==> config.mk <==
export PLATFORM = sky130hd
export DESIGN_NAME = apb_uart_tx
export DESIGN_NICKNAME = d
export VERILOG_FILES = /design/src/rtl/apb_uart_pkg.sv /design/src/rtl/sync_fifo.sv /design/src/rtl/apb_uart_tx.sv
export SDC_FILE = /design/constraint.sdc
export NUM_CORES = 1
export LEC_CHECK = 0
export BUFFER_PORTS_ARGS = -buffer_cell sky130_fd_sc_hd__buf_4
export CAP_MARGIN = 15
export CORE_UTILIZATION = 45
export DETAILED_ROUTE_END_ITERATION = 16
export SYNTH_ARGS = -nofsm -noshare
export SYNTH_HDL_FRONTEND = slang
export SYNTH_HIERARCHICAL = 1
export SYNTH_SLANG_ARGS = --single-unit
==> constraint.sdc <==
create_clock -name PCLK -period 5.22 [get_ports PCLK]
set_input_delay 1.044 -clock PCLK [delete_from_list [all_inputs] [get_ports PCLK]]
set_output_delay 1.044 -clock PCLK [all_outputs]
set_load 0.05 [all_outputs]
==> src/rtl/apb_uart_pkg.sv <==
// Shared definitions for the APB UART transmitter: register offsets,
// CTRL/STATUS bit positions, FSM state encoding, reset constants and the
// frame parity helper.
package apb_uart_pkg;

  // Register offsets (PADDR[11:0])
  localparam logic [11:0] OFF_TXDATA = 12'h000;
  localparam logic [11:0] OFF_STATUS = 12'h004;
  localparam logic [11:0] OFF_CTRL   = 12'h008;
  localparam logic [11:0] OFF_BAUD   = 12'h00C;

  // CTRL bit positions
  localparam int CTRL_TX_EN  = 0;
  localparam int CTRL_WLS_LO = 1;
  localparam int CTRL_WLS_HI = 2;
  localparam int CTRL_PEN    = 3;
  localparam int CTRL_EPS    = 4;
  localparam int CTRL_STB    = 5;
  localparam int CTRL_IE     = 6;

  // STATUS bit positions
  localparam int ST_FULL   = 0;
  localparam int ST_EMPTY  = 1;
  localparam int ST_BUSY   = 2;
  localparam int ST_OVF    = 3;
  localparam int ST_LVL_LO = 8;
  localparam int ST_LVL_HI = 15;

  // Reset constants
  localparam logic [6:0] CTRL_RST = 7'h00;
  localparam logic       TXD_RST  = 1'b1;

  typedef enum logic [2:0] {
    S_IDLE   = 3'd0,
    S_START  = 3'd1,
    S_DATA   = 3'd2,
    S_PARITY = 3'd3,
    S_STOP   = 3'd4
  } tx_state_e;

  // Parity over the wls+5 data bits actually sent; eps=1 gives even parity.
  function automatic logic frame_parity(input logic [7:0] data,
                                        input logic [1:0] wls,
                                        input logic       eps);
    logic [7:0] mask;
    logic       p;
    mask = 8'hFF >> (2'd3 - wls);
    p    = ^(data & mask);
    return eps ? p : ~p;
  endfunction

endpackage

==> src/rtl/sync_fifo.sv <==
// Single-clock FIFO with level count. Pushes while full and pops while
// empty are ignored; the caller decides what a dropped push means.
module sync_fifo #(
  parameter int WIDTH = 8,
  parameter int DEPTH = 16
) (
  input  logic                       clk_i,
  input  logic                       rst_ni,
  input  logic                       push_i,
  input  logic [WIDTH-1:0]           data_i,
  input  logic                       pop_i,
  output logic [WIDTH-1:0]           data_o,
  output logic                       full_o,
  output logic                       empty_o,
  output logic [$clog2(DEPTH):0]     level_o
);

  localparam int AW = $clog2(DEPTH);
  localparam logic [AW:0] DEPTH_L = (AW + 1)'(DEPTH);

  logic [WIDTH-1:0] mem_q [DEPTH];
  logic [AW-1:0]    wr_ptr_q;
  logic [AW-1:0]    rd_ptr_q;
  logic [AW:0]      level_q;
  logic             push_ok_s;
  logic             pop_ok_s;

  assign full_o    = (level_q == DEPTH_L);
  assign empty_o   = (level_q == '0);
  assign level_o   = level_q;
  assign data_o    = mem_q[rd_ptr_q];
  assign push_ok_s = push_i && !full_o;
  assign pop_ok_s  = pop_i && !empty_o;

  // Storage array write; contents need no reset since level guards reads.
  always_ff @(posedge clk_i) begin
    if (push_ok_s) begin
      mem_q[wr_ptr_q] <= data_i;
    end
  end

  // Pointer and level bookkeeping; power-of-two depth lets pointers wrap.
  always_ff @(posedge clk_i or negedge rst_ni) begin
    if (!rst_ni) begin
      wr_ptr_q <= '0;
      rd_ptr_q <= '0;
      level_q  <= '0;
    end else begin
      if (push_ok_s) wr_ptr_q <= wr_ptr_q + AW'(1);
      if (pop_ok_s)  rd_ptr_q <= rd_ptr_q + AW'(1);
      case ({push_ok_s, pop_ok_s})
        2'b10:   level_q <= level_q + (AW + 1)'(1);
        2'b01:   level_q <= level_q - (AW + 1)'(1);
        default: level_q <= level_q;
      endcase
    end
  end

endmodule

==> src/rtl/apb_uart_tx.sv <==
// APB3 UART transmitter: register decode, TX FIFO, baud generator and
// frame FSM. Frame format and divisor are sampled when a frame starts, so
// register writes during a frame only affect later frames.
module apb_uart_tx
  import apb_uart_pkg::*;
#(
  parameter int ADDR_W     = 32,
  parameter int DATA_W     = 32,
  parameter int FIFO_DEPTH = 16,
  parameter int DIV_W      = 16
) (
  input  logic              PCLK,
  input  logic              PRESETn,
  input  logic [ADDR_W-1:0] PADDR,
  input  logic              PSEL,
  input  logic              PENABLE,
  input  logic              PWRITE,
  input  logic [DATA_W-1:0] PWDATA,
  output logic [DATA_W-1:0] PRDATA,
  output logic              PREADY,
  output logic              PSLVERR,
  output logic              TXD,
  output logic              IRQ,
  output logic              baud_o
);

  localparam int LVL_W = $clog2(FIFO_DEPTH) + 1;

  // APB decode
  logic [11:0]       off_s;
  logic              acc_s;
  logic              wr_s;
  logic              mapped_s;
  logic [DATA_W-1:0] rdata_s;
  logic [15:0]       status_s;
  logic              unused_s;

  // Registers
  logic [6:0]        ctrl_q;
  logic [DIV_W-1:0]  baud_q;
  logic              ovf_q;

  // FIFO
  logic              push_s;
  logic              pop_s;
  logic [7:0]        fifo_dout_s;
  logic              fifo_full_s;
  logic              fifo_empty_s;
  logic [LVL_W-1:0]  fifo_lvl_s;

  // Frame FSM
  tx_state_e         state_q;
  logic [7:0]        shift_q;
  logic [2:0]        bit_cnt_q;
  logic [1:0]        wls_q;
  logic              pen_q;
  logic              stb_q;
  logic              par_q;
  logic              stop_cnt_q;
  logic [DIV_W-1:0]  div_q;
  logic [DIV_W-1:0]  cnt_q;
  logic              txd_q;
  logic              irq_q;
  logic              tick_s;
  logic              stop_last_s;
  logic              start_s;

  assign off_s    = PADDR[11:0];
  assign acc_s    = PSEL && PENABLE;
  assign wr_s     = acc_s && PWRITE;
  assign mapped_s = (off_s == OFF_TXDATA) || (off_s == OFF_STATUS) ||
                    (off_s == OFF_CTRL)   || (off_s == OFF_BAUD);
  assign PSLVERR  = acc_s && !mapped_s;
  assign PREADY   = 1'b1;
  assign PRDATA   = rdata_s;
  assign unused_s = ^{PADDR, PWDATA};

  assign status_s = {8'(fifo_lvl_s), 4'b0000, ovf_q, (state_q != S_IDLE),
                     fifo_empty_s, fifo_full_s};

  assign push_s = wr_s && (off_s == OFF_TXDATA);
  assign pop_s  = start_s;

  // Bit boundary: counter reached the divisor latched for this frame.
  assign tick_s      = (state_q != S_IDLE) && (cnt_q == div_q);
  assign stop_last_s = !stb_q || stop_cnt_q;
  // A new frame starts from IDLE, or straight out of the final stop bit.
  assign start_s     = ctrl_q[CTRL_TX_EN] && !fifo_empty_s &&
                       ((state_q == S_IDLE) ||
                        ((state_q == S_STOP) && tick_s && stop_last_s));

  assign TXD    = txd_q;
  assign IRQ    = irq_q;
  assign baud_o = tick_s;

  // Read mux: only drives data during a read-select, zero otherwise.
  always_comb begin
    rdata_s = '0;
    if (PSEL && !PWRITE) begin
      case (off_s)
        OFF_STATUS: rdata_s[15:0]      = status_s;
        OFF_CTRL:   rdata_s[6:0]       = ctrl_q;
        OFF_BAUD:   rdata_s[DIV_W-1:0] = baud_q;
        default:    rdata_s            = '0;
      endcase
    end else begin
      rdata_s = '0;
    end
  end

  // Register writes; unmapped offsets fall through and change nothing.
  always_ff @(posedge PCLK or negedge PRESETn) begin
    if (!PRESETn) begin
      ctrl_q <= CTRL_RST;
      baud_q <= '0;
      ovf_q  <= 1'b0;
    end else if (wr_s) begin
      case (off_s)
        OFF_TXDATA: if (fifo_full_s) ovf_q <= 1'b1;
        OFF_STATUS: if (PWDATA[ST_OVF]) ovf_q <= 1'b0;
        OFF_CTRL:   ctrl_q <= PWDATA[6:0];
        OFF_BAUD:   baud_q <= PWDATA[DIV_W-1:0];
        default:    ovf_q  <= ovf_q;
      endcase
    end
  end

  sync_fifo #(
    .WIDTH (8),
    .DEPTH (FIFO_DEPTH)
  ) u_fifo (
    .clk_i   (PCLK),
    .rst_ni  (PRESETn),
    .push_i  (push_s),
    .data_i  (PWDATA[7:0]),
    .pop_i   (pop_s),
    .data_o  (fifo_dout_s),
    .full_o  (fifo_full_s),
    .empty_o (fifo_empty_s),
    .level_o (fifo_lvl_s)
  );

  // Frame FSM with registered TXD and IRQ; TXD changes on the same edge as state.
  always_ff @(posedge PCLK or negedge PRESETn) begin
    if (!PRESETn) begin
      state_q    <= S_IDLE;
      shift_q    <= '0;
      bit_cnt_q  <= '0;
      wls_q      <= '0;
      pen_q      <= 1'b0;
      stb_q      <= 1'b0;
      par_q      <= 1'b0;
      stop_cnt_q <= 1'b0;
      div_q      <= '0;
      cnt_q      <= '0;
      txd_q      <= TXD_RST;
      irq_q      <= 1'b0;
    end else begin
      if (state_q != S_IDLE) begin
        cnt_q <= tick_s ? '0 : cnt_q + DIV_W'(1);
      end

      if (start_s) begin
        shift_q   <= fifo_dout_s;
        wls_q     <= ctrl_q[CTRL_WLS_HI:CTRL_WLS_LO];
        pen_q     <= ctrl_q[CTRL_PEN];
        stb_q     <= ctrl_q[CTRL_STB];
        par_q     <= frame_parity(fifo_dout_s, ctrl_q[CTRL_WLS_HI:CTRL_WLS_LO],
                                  ctrl_q[CTRL_EPS]);
        div_q     <= baud_q;
        bit_cnt_q <= '0;
        cnt_q     <= '0;
      end

      case (state_q)
        S_IDLE: begin
          if (start_s) begin
            state_q <= S_START;
            txd_q   <= 1'b0;
          end
        end
        S_START: begin
          if (tick_s) begin
            state_q <= S_DATA;
            txd_q   <= shift_q[0];
          end
        end
        S_DATA: begin
          if (tick_s) begin
            if (bit_cnt_q == ({1'b0, wls_q} + 3'd4)) begin
              if (pen_q) begin
                state_q <= S_PARITY;
                txd_q   <= par_q;
              end else begin
                state_q    <= S_STOP;
                txd_q      <= 1'b1;
                stop_cnt_q <= 1'b0;
              end
            end else begin
              shift_q   <= shift_q >> 1;
              txd_q     <= shift_q[1];
              bit_cnt_q <= bit_cnt_q + 3'd1;
            end
          end
        end
        S_PARITY: begin
          if (tick_s) begin
            state_q    <= S_STOP;
            txd_q      <= 1'b1;
            stop_cnt_q <= 1'b0;
          end
        end
        S_STOP: begin
          if (tick_s) begin
            if (!stop_last_s) begin
              stop_cnt_q <= 1'b1;
            end else if (start_s) begin
              state_q <= S_START;
              txd_q   <= 1'b0;
            end else begin
              state_q <= S_IDLE;
              txd_q   <= 1'b1;
            end
          end
        end
        default: begin
          state_q <= S_IDLE;
          txd_q   <= 1'b1;
        end
      endcase

      irq_q <= ctrl_q[CTRL_IE] && fifo_empty_s && (state_q == S_IDLE);
    end
  end

endmodule

==> reports/results.ini, run 1 <==
[status]
status = complete, no violations

[synthesis]
yosys_warnings = 6
synth-seq-cells = 219
synth_cell_types = 56
synth_edf_count = 128
synthFlopType = edfxtp_1
syn_avg_cell_area_um2 = 12.8
synthArstFlopShare_pct = 41.6
synthCells = 772
syn-cell-area_um2 = 9910
yosysSeqAreaShare_pct = 61.8

[layout]
final_util_pct = 52.7
area_growth_pct = 13.1
finalNetCount = 903
nFillCells = 1792
seq_area_um2 = 6120
diodes = 0
multiInputGateArea_um2 = 3450
post-route-cell-area_um2 = 11200
drive_gt1_share_pct = 19.2

[grt]
overflow = 0
grt_pass1_vias = 6150
grt_use_total_pct = 19.2
grt_pass1_wl_um = 33100
antenna_found_initial = 0
grt_max_degree = 50

[timing]
setup_violations = 0
setup_tns_ns = 0
slew_headroom_pct = 25.2
period_share_pct = 73.9
fmax_ghz = 0.259
rsz0062_at_grt = no
clock_skew_ns = 0.0182
min_period_ns = 3.86
hold_viol_final = 0
worstMarginPinSlew_ns = 1.12
final.setup.worst_slack_ns = 1.36
slew_violations = 0

[power]
p_comb_share_pct = 11.1
sw_frac_of_total_pct = 25.0
leakage_nw = 4.50
clkPwrFrac_pct = 40.5
total_switching_power_mw = 1.01
peakVddDrop_mv = 0.324
finalPower_mw = 4.03
powerDensity_nw_per_um2 = 359
power_frac_seq_pct = 48.4
p_int_mw = 3.02

[clock_network]
clock_path_buffers = 3
htreeDepth = 1
cts_setup_buffers = 0
cts_num_sinks = 219
hold_buffers = 0
path_clk_slew_ns = 0.06
cts_made_buffers = 23
cts_root_buffer = clkbuf_16
cts_tree = done
cts_resized = 0
clock_latency_ns = 0.52

[worst_setup_path]
arrival_ns = 4.26
cp_max_fo = 9
cp-end-kind = flip-flop
worstSetupStartpointType = flip-flop
worstSetupPathType = reg2reg
critPathRequiredTime_ns = 5.62

[drt]
drt-total-wl_um = 21000
ant_nets = 0
wire_per_inst_um = 18.8
drt_iter0_markers = 297
drc_errors = 0
vias_per_cell = 5.33
dr.pass1.iters = 5
vias = 5939

[placed_design]
gp_congestion = 0.828
io_buffers = 52
dp_hpwl_um = 14500
place_ws_ns = 1.10
dpl-instance-area_um2 = 10400

[floorplanning]
rows = 53
ioPinCount = 106
die_h_um = 150
core_area_um2 = 21300
die_area_um2 = 22600
die_x_um = 150
initial_core_util_pct = 46.6

[run]
drv_cap = 0

[worst_hold_path]
hold_path_class = reg2reg

[state kept, by name, indices dropped and copies added (netlist names), 2 cells and up]
register,count
u_fifo/wr_ptr_q,4
baud_q,16
shift_q,8
ctrl_q,7
div_q,16
wls_q,2
bit_cnt_q,3
u_fifo/level_o,5
u_fifo/rd_ptr_q,4
state_q,3
cnt_q,16
u_fifo/mem_q,128
[cells in the mapped netlist (all sizes together), types with 2 or more instances]
library cell	n	area, um^2
nor3	8	45.0
ha	11	138
dfrtp	90	2250
a221oi	9	78.8
o21ai	35	175
clkbuf	18	67.6
mux4	16	360
and3	10	62.6
nand3	16	80.1
edfxtp	128	3840
or4	2	18.8
mux2i	35	350
or3	3	18.8
nor4	9	62.6
nand4	5	37.5
inv	13	48.8
xor2	25	219
nand2	112	423
o31ai	2	15.0
mux2	36	409
conb	2	7.51
a211oi	2	15.0
nand2b	6	37.5
nor2b	5	31.3
nor2	53	199
a21oi	21	105
buf	35	275
or3b	2	17.5
a22oi	12	90.1
a31oi	10	62.6
and2	5	31.3
xnor2	20	175
a21o	3	22.5
and4	3	26.3
[worst paths after layout]
| path | start | endpoint | slack, ns | cells past startpoint |
|---|---|---|---|---|
| hold / removal | div_q[8] | div_q[8] | 0.48 | 2 |
| max in group asynchronous | PRESETn | u_fifo/rd_ptr_q[0] | 3.65 | 2 |
| setup / recovery | cnt_q[5] | u_fifo/level_o[4] | 1.36 | 15 |
| min in group asynchronous | PRESETn | u_fifo/rd_ptr_q[2] | 0.56 | 1 |
| hold reg to reg | div_q[8] | div_q[8] | 0.48 | 2 |
| setup reg to reg | cnt_q[5] | u_fifo/level_o[4] | 1.36 | 15 |
[area by class of cell]
class | count | share of cell area (%)
clock buffers | 27 | 5.27
clock inverters | 15 | 1.57
inverters | 13 | 0.435
multi-input cells | 502 | 30.8
flip-flops and latches | 219 | 54.6
well taps | 275 | 3.07
repair buffers | 63 | 4.22
[critical path, stage by stage, from the launching register on]
cell	delay, ns
dfrtp_1	0.44
xor2_1	0.17
nor4_1	0.47
nand4_2	0.34
o21a_1	0.31
inv_1	0.09
nor2b_1	0.13
buf_4	0.17
ha_1	0.23
inv_1	0.11
fa_1	0.46
nor2b_1	0.12
o21ai_0	0.11
nand3_1	0.10
or3b_1	0.36
xnor2_1	0.13
[layout by cell type (no fill, tap or decap), types with 17 or more instances in the layout]
| master | n |
|---|---|
| nor2_1 | 53 |
| dfrtp_1 | 89 |
| buf_4 | 63 |
| mux2_2 | 35 |
| mux2i_1 | 35 |
| xnor2_1 | 20 |
| conb_1 | 17 |
| o21ai_0 | 32 |
| xor2_1 | 25 |
| clkbuf_16 | 23 |
| edfxtp_1 | 128 |
| nand2_1 | 111 |
| a21oi_1 | 21 |
[power groups by stage]
stage | logic [mW] | registers [mW] | clock network (mW)
2_1_floorplan | 0.351 | 1.97 | 0
3_3_place_gp | 0.432 | 1.98 | 0
3_5_place_dp | 0.448 | 1.98 | 0
4_1_cts | 0.449 | 1.95 | 1.68
5_1_grt | 0.498 | 1.96 | 1.74
6_report | 0.447 | 1.95 | 1.63
[metrics by stage]
step           hold WS, ns  cells
2_1_floorplan        0.454    787
3_3_place_gp         0.478   1072
3_5_place_dp         0.476   1072
4_1_cts              0.489   1114
5_1_grt              0.510   1114
6_report             0.483   1114
[metal layers]
layer	track usage [%]	up-vias	share of wire, %
li1	-	2854	-
met1	25.1	2939	44
met2	32.9	115	50
met3	3.42	31	3.6
met4	5.00	0	2.2
met5	0	-	0
[cells by family (layout without fill, tap and decap cells)]
kind of cell / count (synthesis) / count (layout) / synth area share, %
muxes: 87 / 87 / 11.3
xor gates and xnor gates: 45 / 45 / 3.98
buffers and inverters: 66 / 118 / 3.95
adders and majority gates: 12 / 12 / 1.59
and+or+nand+nor: 242 / 242 / 11.2
DFF: 219 / 219 / 61.8
AOI/OAI and AO/OA: 99 / 99 / 6.10
other: 2 / 17 / 0.0758
No activity file was read; power rests on OpenSTA's default activity.
==> inputs of run 2 (changes only) <==
--- a/config.mk
+++ b/config.mk
@@ -5,10 +5,12 @@
 export SDC_FILE = /design/constraint.sdc
 export NUM_CORES = 1
 export LEC_CHECK = 0
+export ABC_AREA = 1
 export BUFFER_PORTS_ARGS = -buffer_cell sky130_fd_sc_hd__buf_4
 export CAP_MARGIN = 15
 export CORE_UTILIZATION = 45
 export DETAILED_ROUTE_END_ITERATION = 16
+export PLACE_DENSITY = 0.66
 export SYNTH_ARGS = -nofsm -noshare
 export SYNTH_HDL_FRONTEND = slang
 export SYNTH_HIERARCHICAL = 1
==> constraint.sdc (replaced) <==
create_clock -name PCLK -period 3.4 [get_ports PCLK]
set_input_delay 0.68 -clock PCLK [delete_from_list [all_inputs] [get_ports PCLK]]
set_output_delay 0.68 -clock PCLK [all_outputs]
set_load 0.05 [all_outputs]
==> reports/results.ini, run 2 <==
[worst_setup_path]
cp_num_buf_inv = 6  ; +3
crit_top_cell = nand2_1
critPathRequiredTime_ns = 3.82  ; -1.80 ns
cp_cell_sequence = inv_1 > nand4_1 > inv_1 > inv_1 > nand2_1 > nor3_2 > nand3_4 > nand2_4 > nand2_1 > inv_1 > ha_1 > inv_1 > fa_1 > inv_1 > nand2_1 > nand2_1 > nand2_1 > nand2_1 > nand2_1 > nand2_1 > nand2_1
worst_r2r_path_depth = 21  ; +6
ff2ff_setup_slack_ns = 0.42  ; -0.95 ns
arrival_ns = 3.40  ; -0.86 ns
worstSetupStartpointType = flip-flop
cp-end-kind = flip-flop
worst-path-stages = 21  ; +6
cp_top_family = simple AND/OR/NAND/NOR gates
cpPeakStageDelay_ns = 0.46  ; about the same
slowest_stage = fa_1
cp_max_fo = 5  ; -4
worstSetupPathType = reg2reg

[synthesis]
yosysSeqAreaShare_pct = 56.8  ; -5.0 points
netlist.area_leader.share_pct = 35.6  ; -3.1 points
synth_cell_types = 42  ; -25%
yosys_warnings = 6  ; unchanged
synth_edf_count = 128  ; unchanged
synth_common_cells = nand2_1, inv_1, edfxtp_1
yosysMostFrequentCell = nand2_1
yosys.area.top_type = edfxtp_1
synthCells = 1267  ; +64%
synth-seq-cells = 219  ; unchanged
syn-cell-area_um2 = 10800  ; +8.8%
synthArstFlopShare_pct = 41.6  ; unchanged
syn_avg_cell_area_um2 = 8.51  ; -34%
synthFlopType = edfxtp_1
synth_top_cells_by_area = edfxtp_1, dfrtp_1, nand2_1

[timing]
worstMarginPinSlew_ns = 0.855  ; -0.265 ns
slew_violations = 0  ; unchanged
slew_headroom_pct = 43.0  ; +18 points
hold_viol_final = 0  ; unchanged
fmax_ghz = 0.335  ; +29%
clock_skew_ns = 0.0141  ; -0.00410 ns
setup_violations = 0  ; unchanged
setup_tns_ns = 0  ; unchanged
holdWs_ns = 0.219  ; -0.265 ns
rsz0062_at_grt = no
min_period_ns = 2.98  ; -0.872 ns
period_share_pct = 87.8  ; +14 points

[power]
leakage_nw = 5.63  ; +25%
powerDensity_nw_per_um2 = 492  ; +37%
peakVddDrop_mv = 0.427  ; +32%
finalPower_mw = 6.05  ; +50%

[placed_design]
io_buffers = 52  ; unchanged
gp_congestion = 0.793  ; -4.3%
dpl-instance-area_um2 = 11600  ; +11%
dp_hpwl_um = 15700  ; +8.7%

[grt]
grt_pass1_wl_um = 37100  ; +12%
grt_pass1_vias = 7335  ; +19%
grt_use_total_pct = 19.3  ; +0.11 points
antenna_found_initial = 0  ; unchanged
overflow = 0  ; unchanged
grt_max_degree = 82  ; +64%

[floorplanning]
initial_core_util_pct = 45.9  ; -0.62 points
die_x_um = 157  ; +4.2%
ioPinCount = 106  ; unchanged
core_area_um2 = 23500  ; +10%
rows = 56  ; +5.7%
die_area_um2 = 24600  ; +8.7%
die_h_um = 157  ; +4.2%

[clock_network]
cts_resized = 0  ; unchanged
htreeDepth = 1  ; unchanged
cts_tree = done
cts_root_buffer = clkbuf_16
path_clk_slew_ns = 0.06  ; about the same
cts_made_buffers = 23  ; unchanged
clock_path_buffers = 3  ; unchanged
cts_num_sinks = 219  ; unchanged
hold_buffers = 0  ; unchanged
clock_latency_ns = 0.53  ; about the same
cts_setup_buffers = 0  ; unchanged

[layout]
diodes = 0  ; unchanged
area_growth_pct = 14.0
post-route-cell-area_um2 = 12300  ; +9.6%
seq_area_um2 = 6120  ; unchanged
final_cell_mix = nand2_1, inv_1, edfxtp_1
mostFrequentLayoutCell = nand2_1
drive_gt1_share_pct = 10.5  ; -8.7 points
finalNetCount = 1419  ; +57%
largest_reg_flops = 128  ; unchanged
nFillCells = 2189  ; +22%
regMostFlops = u_fifo/mem_q
multiInputGateArea_um2 = 3790  ; +9.7%

[drt]
drt-total-wl_um = 23000  ; +9.7%
wl_met3_um = 1040  ; +37%
wire_per_inst_um = 13.7  ; -27%
drc_errors = 0  ; unchanged
wl_met2_um = 10800  ; +3.2%
dr.pass1.iters = 5  ; unchanged
drt_iter0_markers = 489  ; +65%
top_layer_used = met4
vias_per_cell = 4.77  ; -11%
vias = 7987  ; +34%
m1WireLength_um = 10500  ; +13%
ant_nets = 0  ; unchanged

[run]
drv_cap = 0  ; unchanged

[status]
status = complete, no violations

[worst_hold_path]
hold_path_class = in2async

run 2: changes by cell type in the layout (fill, tap and decap cells not counted), moves of 14 or more:
cell / change
nand2_1: +362
inv_1: +143
nand3_1: +82
nor2_1: +60
mux2_2: -35
mux2i_1: -35
buf_4: +19
o21ai_0: +17
mux4_2: -16
xnor2_1: -14
run 2: final timing paths:
| check | start | end |
|---|---|---|
| min in group PCLK | PWDATA[9] | baud_q[9] |
| worst max-delay path | u_fifo/level_o[0] | u_fifo/level_o[4] |
| worst min-delay path | PRESETn | bit_cnt_q[0] |
| max in group asynchronous | PRESETn | u_fifo/rd_ptr_q[0] |
| worst max register to register | u_fifo/level_o[0] | u_fifo/level_o[4] |
| worst min register to register | TXD | TXD |
run 2: per-stage QoR:
| step | worst slack, ns | cells | utilization (%) |
|---|---|---|---|
| global route | 0.0955 | 1674 | 52.4 |
| CTS | 0.280 | 1674 | 52.3 |
| detailed placement | 0.306 | 1632 | 49.2 |
| finish | 0.416 | 1674 | 52.4 |
| floorplan | 0.378 | 1282 | - |
| global placement | 0.352 | 1632 | 49.2 |
run 2: metal layers:
metal / up-vias / track usage [%]
li1: 4111 / -
met4: 0 / 6.21
met2: 144 / 31.4
met1: 3685 / 26.3
met3: 47 / 3.21
met5: - / 0
run 2: cells by family after synthesis:
logic type	count (synthesis)	synth area share, %
buffers and inverters	214	8.64
AO/OA/AOI/OAI	78	3.78
AND/OR/NAND/NOR	721	27.6
adder cells (fa/ha/maj)	12	1.46
XOR/XNOR	21	1.71
other	2	0.0696
flip-flops	219	56.8
run 2: area by class of cell:
type / count / share of cell area, %
clock buffers: 29 / 4.95
clock inverters: 13 / 1.02
inverters: 162 / 4.95
multi-input cells: 849 / 30.8
flip-flops and latches: 219 / 49.8
well taps: 319 / 3.25
repair buffers: 83 / 5.17
run 2: power by group:
group	internal (mW)	switching, mW
logic	0.185	0.493
clock network	1.42	1.02
registers	2.88	0.0521
total	4.49	1.56
==> inputs of run 3 (changes only) <==
--- a/config.mk
+++ b/config.mk
@@ -8,9 +8,9 @@
 export ABC_AREA = 1
 export BUFFER_PORTS_ARGS = -buffer_cell sky130_fd_sc_hd__buf_4
 export CAP_MARGIN = 15
-export CORE_UTILIZATION = 45
+export CORE_UTILIZATION = 35
 export DETAILED_ROUTE_END_ITERATION = 16
-export PLACE_DENSITY = 0.66
+export SKIP_LAST_GASP = 1
 export SYNTH_ARGS = -nofsm -noshare
 export SYNTH_HDL_FRONTEND = slang
 export SYNTH_HIERARCHICAL = 1
==> reports/results.ini, run 3 (same netlist as run 2, synthesis figures left out) <==
[power]
p_int_mw = 4.72  ; +5.1%
sw_frac_of_total_pct = 25.6  ; -0.23 points
leakage_nw = 5.68  ; +1.0%
total_switching_power_mw = 1.62  ; +3.8%
power_frac_seq_pct = 46.2  ; -2.2 points
p_comb_share_pct = 10.8  ; -0.4 points
powerDensity_nw_per_um2 = 507  ; +3.0%
peakVddDrop_mv = 0.415  ; -2.8%
clkPwrFrac_pct = 42.9  ; +2.5 points

[timing]
rsz0062_at_grt = no
hold_viol_final = 0  ; unchanged
slew_headroom_pct = 42.7  ; -0.30 points
min_period_ns = 3.05  ; +0.0647 ns
period_share_pct = 89.7  ; +1.9 points
setup_violations = 0  ; unchanged
setup_tns_ns = 0  ; unchanged
worstMarginPinSlew_ns = 0.860  ; +0.00446 ns
fmax_ghz = 0.328  ; -2.1%
clock_skew_ns = 0.0199  ; +0.00581 ns
holdWs_ns = 0.176  ; -0.0425 ns
slew_violations = 0  ; unchanged

[drt]
vias_per_cell = 4.64  ; -2.8%
dr.pass1.iters = 4  ; -1
ant_nets = 0  ; unchanged
drc_errors = 0  ; unchanged
drt_iter0_markers = 537  ; +9.8%
drt-total-wl_um = 24200  ; +5.4%
wire_per_inst_um = 13.9  ; +0.83%
vias = 8109  ; +1.5%

[clock_network]
cts_tree = done
clock_latency_ns = 0.54  ; about the same
hold_buffers = 0  ; unchanged
cts_resized = 0  ; unchanged
path_clk_slew_ns = 0.06  ; about the same
cts_num_sinks = 219  ; unchanged
htreeDepth = 1  ; unchanged
cts_setup_buffers = 0  ; unchanged
clock_path_buffers = 3  ; unchanged
cts_root_buffer = clkbuf_16
cts_made_buffers = 25  ; +8.7%

[run]
drv_cap = 0  ; unchanged

[worst_setup_path]
cp_top_family = simple AND/OR/NAND/NOR gates
cp_num_buf_inv = 6  ; unchanged
cp_max_fo = 5  ; unchanged
worstSetupPathType = reg2reg
cpPeakStageDelay_ns = 0.47  ; about the same
arrival_ns = 3.48  ; +0.08 ns
worstSetupStartpointType = flip-flop
slowest_stage = fa_1
cp-end-kind = flip-flop
crit_top_cell = nand2_1
cp_cell_sequence = inv_1 > nand4_1 > inv_1 > inv_1 > nand2_1 > nor3_2 > nand3_4 > nand2_4 > nand2_1 > inv_1 > ha_1 > inv_1 > fa_1 > inv_1 > nand2_1 > nand2_1 > nand2_1 > nand2_1 > nand2_1 > nand2_1 > nand2_1
critPathRequiredTime_ns = 3.84  ; +0.02 ns

[grt]
antenna_found_initial = 0  ; unchanged
overflow = 0  ; unchanged
grt_pass1_wl_um = 39300  ; +5.7%
grt_use_total_pct = 15.8  ; -3.5 points
grt_pass1_vias = 7713  ; +5.2%
grt_max_degree = 82  ; unchanged

[placed_design]
dpl-instance-area_um2 = 11700  ; +0.88%
dp_hpwl_um = 16300  ; +3.7%
io_buffers = 52  ; unchanged
gp_congestion = 0.823  ; +3.8%

[layout]
drive_gt1_share_pct = 10.7  ; +0.26 points
largest_reg_flops = 128  ; unchanged
final_cell_mix = nand2_1, inv_1, edfxtp_1
mostFrequentLayoutCell = nand2_1
diodes = 0  ; unchanged
post-route-cell-area_um2 = 12500  ; +1.7%
regMostFlops = u_fifo/mem_q
area_growth_pct = 15.9
finalNetCount = 1421  ; +0.14%
final_util_pct = 41.7  ; -11 points

[floorplanning]
die_x_um = 178  ; +13%
rows = 63  ; +13%
ioPinCount = 106  ; unchanged
die_area_um2 = 31500  ; +28%
die_h_um = 178  ; +13%
initial_core_util_pct = 36.0  ; -9.9 points
core_area_um2 = 30000  ; +28%

[status]
status = complete, no violations

[worst_hold_path]
hold_path_class = in2async

==> run 3: per-stage QoR <==
step	setup slack [ns]	total power [mW]	std cells
detailed placement	0.239	3.67	1703
floorplan	0.378	3.47	1282
global placement	0.312	3.66	1703
CTS	0.226	6.41	1749
global route	0.0123	6.60	1749
finish	0.351	6.34	1749
==> run 3: per-layer routing <==
| layer | wire, um | vias up | track usage (%) |
|---|---|---|---|
| met4 | 634 | 0 | 5.70 |
| met1 | 10900 | 3753 | 21.3 |
| met2 | 11500 | 191 | 25.8 |
| met3 | 1250 | 45 | 2.29 |
| met5 | 0 | - | 0 |
| li1 | - | 4120 | - |
==> run 3: area by class of cell <==
cell class | count | area [um^2]
well taps | 390 | 488
clock buffers | 33 | 686
repair buffers | 83 | 648
multi-input cells | 849 | 3790
clock inverters | 13 | 154
fillers | 2973 | 17500
inverters | 162 | 608
flip-flops and latches | 219 | 6120
==> run 3: final timing paths <==
path	start	to	slack (ns)	cells after the start
setup / recovery	u_fifo/level_o[0]	u_fifo/level_o[4]	0.35	21
hold reg to reg	TXD	TXD	0.47	2
setup reg to reg	u_fifo/level_o[0]	u_fifo/level_o[4]	0.35	21
hold / removal	PRESETn	cnt_q[1]	0.18	1
min in group PCLK	PWDATA[10]	baud_q[10]	0.38	3
max in group asynchronous	PRESETn	TXD	2.48	2
==> run 3: power groups by stage <==
stage | Sequential [mW] | Clock (mW) | Combinational, mW
after floorplan | 2.99 | 0 | 0.481
after global placement | 2.98 | 0 | 0.677
after detailed placement | 2.98 | 0 | 0.688
after CTS | 2.93 | 2.79 | 0.688
after global routing | 2.94 | 2.88 | 0.784
final | 2.93 | 2.72 | 0.686
